[src/rtl/mseq_pkg.sv]
// Shared constants for the paced m-sequence bit source.
// The feedback helper keeps the tap definition in one place.
package mseq_pkg;

  localparam int unsigned LFSR_W = 7;

  // x^7 + x^6 + 1: feedback taps on s[6] and s[5]
  localparam logic [LFSR_W-1:0] TAP_MASK = 7'b1100000;

  localparam logic [LFSR_W-1:0] DEFAULT_SEED = 7'h01;

  function automatic logic lfsr_fb(input logic [LFSR_W-1:0] s);
    return ^(s & TAP_MASK);
  endfunction

endpackage

[src/rtl/interval_pulse.sv]
// Interval timer: one-cycle registered strobe every INTERVAL clocks while start is high.
// Dropping start clears the count so a restart always waits a full interval.
module interval_pulse #(
  parameter int unsigned INTERVAL = 50
) (
  input  logic clk,
  input  logic rst,
  input  logic start,
  output logic en
);

  localparam int unsigned CntW = $clog2(INTERVAL);
  localparam logic [CntW-1:0] CntLast = CntW'(INTERVAL - 1);

  logic [CntW-1:0] r_cnt;
  logic            r_en;
  logic            w_last;

  assign w_last = (r_cnt == CntLast);

  always_ff @(posedge clk or posedge rst) begin
    if (rst) begin
      r_cnt <= '0;
      r_en  <= 1'b0;
    end else if (start) begin
      r_cnt <= w_last ? '0 : r_cnt + 1'b1;
      r_en  <= w_last;
    end else begin
      r_cnt <= '0;
      r_en  <= 1'b0;
    end
  end

  assign en = r_en;

endmodule

[src/rtl/mseq_bit_source.sv]
// Paced pseudo-random bit source: each timer strobe advances a 7-bit m-sequence LFSR
// and presents the outgoing bit with a one-cycle valid qualifier.
module mseq_bit_source
  import mseq_pkg::*;
#(
  parameter int unsigned       INTERVAL = 50,
  parameter logic [LFSR_W-1:0] SEED     = DEFAULT_SEED
) (
  input  logic clk,
  input  logic rst,
  input  logic start,
  output logic en,
  output logic data_out,
  output logic data_vld
);

  logic              w_en;
  logic [LFSR_W-1:0] r_lfsr;
  logic [LFSR_W-1:0] w_lfsr_next;
  logic              r_data_out;
  logic              r_data_vld;

  interval_pulse #(
    .INTERVAL (INTERVAL)
  ) u_interval_pulse (
    .clk   (clk),
    .rst   (rst),
    .start (start),
    .en    (w_en)
  );

  // An all-zero state would stick forever; reload the seed rather than shift it.
  always_comb begin
    w_lfsr_next = SEED;
    if (r_lfsr != '0) begin
      w_lfsr_next = {r_lfsr[LFSR_W-2:0], lfsr_fb(r_lfsr)};
    end
  end

  always_ff @(posedge clk or posedge rst) begin
    if (rst) begin
      r_lfsr     <= SEED;
      r_data_out <= 1'b0;
      r_data_vld <= 1'b0;
    end else if (w_en) begin
      r_lfsr     <= w_lfsr_next;
      r_data_out <= r_lfsr[LFSR_W-1];
      r_data_vld <= 1'b1;
    end else begin
      r_data_vld <= 1'b0;
    end
  end

  assign en       = w_en;
  assign data_out = r_data_out;
  assign data_vld = r_data_vld;

endmodule

[config.mk]
export PLATFORM = sky130hd
export DESIGN_NAME = mseq_bit_source
export DESIGN_NICKNAME = d
export VERILOG_FILES = /design/src/rtl/mseq_pkg.sv /design/src/rtl/interval_pulse.sv /design/src/rtl/mseq_bit_source.sv
export SDC_FILE = /design/constraint.sdc
export NUM_CORES = 1
export LEC_CHECK = 0
export ABC_AREA = 1
export ABC_CLOCK_PERIOD_IN_PS = 1700
export CAP_MARGIN = 20
export CORE_MARGIN = 5
export CORE_UTILIZATION = 40
export CTS_CLUSTER_SIZE = 10
export DETAILED_ROUTE_END_ITERATION = 8
export PLACE_DENSITY = 0.62
export SKIP_LAST_GASP = 1
export SLEW_MARGIN = 20
export SYNTH_ARGS = -nofsm -noshare
export SYNTH_HDL_FRONTEND = slang
export SYNTH_HIERARCHICAL = 1
export SYNTH_SLANG_ARGS = --single-unit
[constraint.sdc]
create_clock -name clk -period 1.7 [get_ports clk]
set_clock_uncertainty 0.1 [all_clocks]
set_input_delay 0.255 -clock clk [delete_from_list [all_inputs] [get_ports clk]]
set_output_delay 0.255 -clock clk [all_outputs]
set_load 0.02 [all_outputs]
==> out/results.tsv <==
stage	metric	value	unit
critical_path	CP Capture Type	primary output	
synthesis	Mapped Nets	82	
clocking	TritonCTS clock tree	done	
place	gpl congestion	0.781	
critical_path	CP max FO	2	
timing	max_slew headroom	77.1	%
route	Vias/cell	4.79	
critical_path	critical path, cell by cell	clkdlybuf4s50_1	
timing	Final Hold Fails	0	
floorplan	total core area	1690	sq um
timing	Tmin final	1610	ps
synthesis	synthesized flop and latch total	16	
clocking	clk slew on worst S/H paths	90	ps
timing	hold_ws	118	ps
synthesis	Syn Area/Cell	8.99	sq um
route	routed wl met3	54	um
finish	layout cells sized above 1	9.30	%
clocking	post-CTS setup buffer count	0	
pwr	leakage	0.383	nW
route	via count	493	
floorplan	Ports	6	
timing	Slew @ Worst Pin	343	ps
place	I/O Buffers	5	
floorplan	die height	51.6	um
critical_path	cell count of the worst reg-to-reg path	4	
finish	final core utilization	47.1	%
critical_path	WP buf/inv	1	
timing	period utilization	94.6	%
timing	setup tns final	0	ps
global_route	first-pass GRT wire length	1860	um
place	Post-DP Area	759	sq um
critical_path	crit-path max cell delay	610	ps
place	Placed Cells	99	
timing	Pins Over Slew Limit	0	
synthesis	largest family of logic cells by synthesized area	simple AND/OR/NAND/NOR gates	
floorplan	Cell Rows	15	
synthesis	Synth Area in Adders	3.62	%
clocking	CTS resizes	0	
run	Max Cap Viol	0	
finish	Nets	92	
route	DR WL met2	457	um
min_path	Hold Crit Class	input pin to async pin	
synthesis	count of different cell masters after synthesis	14	
synthesis	mux contribution to synthesized area	0	%
critical_path	crit path kind	flop to primary output	
finish	Design Area, Final	796	sq um
synthesis	Seq/Total Area, Yosys	58.0	%
route	detailed-route DRC error count	0	
synthesis	Yosys top cell area share	54.2	%
critical_path	Slowest cell on crit path	clkdlybuf4s50_1	
critical_path	Top delay family on crit path	buffers and inverters	
route	met1 wire length	468	um
global_route	largest net degree at the start of global routing	18	
critical_path	CP Data Required Time	1340	ps
timing	Final Setup Violations	0	
pwr	total chip power	0.688	mW
finish	fill count	167	
floorplan	Starting Density	41.0	%
route	wire per inst	9.84	um
critical_path	WP data arrival	1250	ps
route	top sig layer	met4	
global_route	antenna violations before repair	0	
critical_path	Worst setup SP type	flop	
timing	Fmax	622	MHz
status	status	completed	
pwr	maximum VDD drop	422	uV
finish	final cell count without fillers	103	
clocking	CTS Sinks	16	
clocking	CTS H-tree lvls	1	
global_route	grt ovf	0	
clocking	CTS root buffer	clkbuf_4	
route	DRT Pass-1 Iters	4	
clocking	Clock Latency Late Sink	280	ps
floorplan	Die Width	51.6	um
route	Final ANT Viol Nets	0	
route	Routed WL	1010	um
timing	Final WS setup	91.3	ps
synthesis	Synth area leader	dfrtp_1	
critical_path	Stages on worst setup path	1	
synthesis	Synth Area in XOR/XNOR	3.80	%
floorplan	full die area	2660	sq um
synthesis	Syn Std Cell Area	692	sq um
synthesis	complex-gate fraction of the synthesized area	5.79	%
place	HPWL after DPL	792	um
finish	area delta synth->final	15.0	%
synthesis	Synth Area in Simple Gates	21.7	%
finish	ant diodes	0	
pwr	power per cell area	865	nW/um^2
synthesis	warnings from Yosys	6	
synthesis	gate count of the mapped netlist	77	
synthesis	Area contributors post-synth	dfrtp_1 54%, nor2_1 10%, nand2_1 6.0%	
clocking	CTS Buf Count	3	
clocking	Max clock buf depth	2	
global_route	Total Routing Usage GR	9.86	%
clocking	Post-CTS Hold Fix Bufs	0	
timing	RSZ-0062 raised after global routing	no	
place	Post-Place Worst Slack	399	ps
route	Iter 0 DRT Violations	12	
global_route	vias in the first global route	442	
-- metal layers --
layer	up-vias	GRT usage (%)
met2	9	15.3
met1	224	10.7
li1	256	-
met3	4	3.72
met5	-	0
met4	0	7.86
-- final timing paths --
| path | start | endpoint | slack, ps |
|---|---|---|---|
| hold / removal | rst | u_interval_pulse/r_cnt[2] | 120 |
| hold reg to reg | r_lfsr[0] | r_lfsr[0] | 400 |
| max in group asynchronous | rst | r_lfsr[0] | 1050 |
| min in group clk | r_lfsr[0] | r_lfsr[0] | 400 |
| setup reg to reg | u_interval_pulse/r_cnt[0] | u_interval_pulse/r_cnt[4] | 510 |
| setup / recovery | u_interval_pulse/en | en | 90 |
-- cell usage after synthesis --
| library cell | count |
|---|---|
| nor2_1 | 19 |
| dfrtp_1 | 15 |
| nand2_1 | 11 |
| inv_1 | 10 |
| nand3_1 | 5 |
| a21oi_1 | 4 |
| o21ai_0 | 4 |
| ha_1 | 2 |
| xnor2_1 | 2 |
| buf_6 | 1 |
| dfstp_2 | 1 |
| nand2_2 | 1 |
| nor2_2 | 1 |
| xor2_1 | 1 |
-- registers in the layout (all words and copies together) (netlist names) --
name,flops
data_out,1
data_vld,1
r_lfsr,7
u_interval_pulse/en,1
u_interval_pulse/r_cnt,6
-- placed cells by master, fill, tap and decap left out --
master,Yosys,layout
dfrtp_1,15,15
buf_4,0,1
clkbuf_4,0,3
nor2_2,1,1
xnor2_1,2,2
nand2_1,11,11
a21oi_1,4,4
xor2_1,1,1
nand3_1,5,5
o21ai_0,4,4
inv_1,10,10
nand2_2,1,1
clkbuf_8,0,1
clkdlybuf4s50_1,0,5
dfstp_2,1,1
ha_1,2,2
nor2_1,19,19
-- power by group --
part / leakage [nW] / switching, mW / internal [mW]
Clock: 0.0210 / 0.116 / 0.130
Combinational: 0.148 / 0.0229 / 0.0172
Sequential: 0.214 / 0.0101 / 0.392
-- cell type report --
class / instances / area (sq um) / area share (%)
Timing Repair Buffer: 6 / 57.6 / 7.23
Clock buffer: 4 / 36.3 / 4.56
Sequential cell: 16 / 402 / 50.5
Tap cell: 17 / 21.3 / 2.67
Multi-Input combinational cell: 50 / 241 / 30.3
Inverter: 10 / 37.5 / 4.72
-- cell families (layout without fill, tap and decap cells) --
| group | Yosys count | in the layout |
|---|---|---|
| buffers and inverters | 11 | 20 |
| and+or+nand+nor | 37 | 37 |
| adders and majority gates | 2 | 2 |
| xor gates and xnor gates | 3 | 3 |
| DFF | 16 | 16 |
| AOI/OAI and AO/OA | 8 | 8 |
No activity file was read; power rests on OpenSTA's default activity.
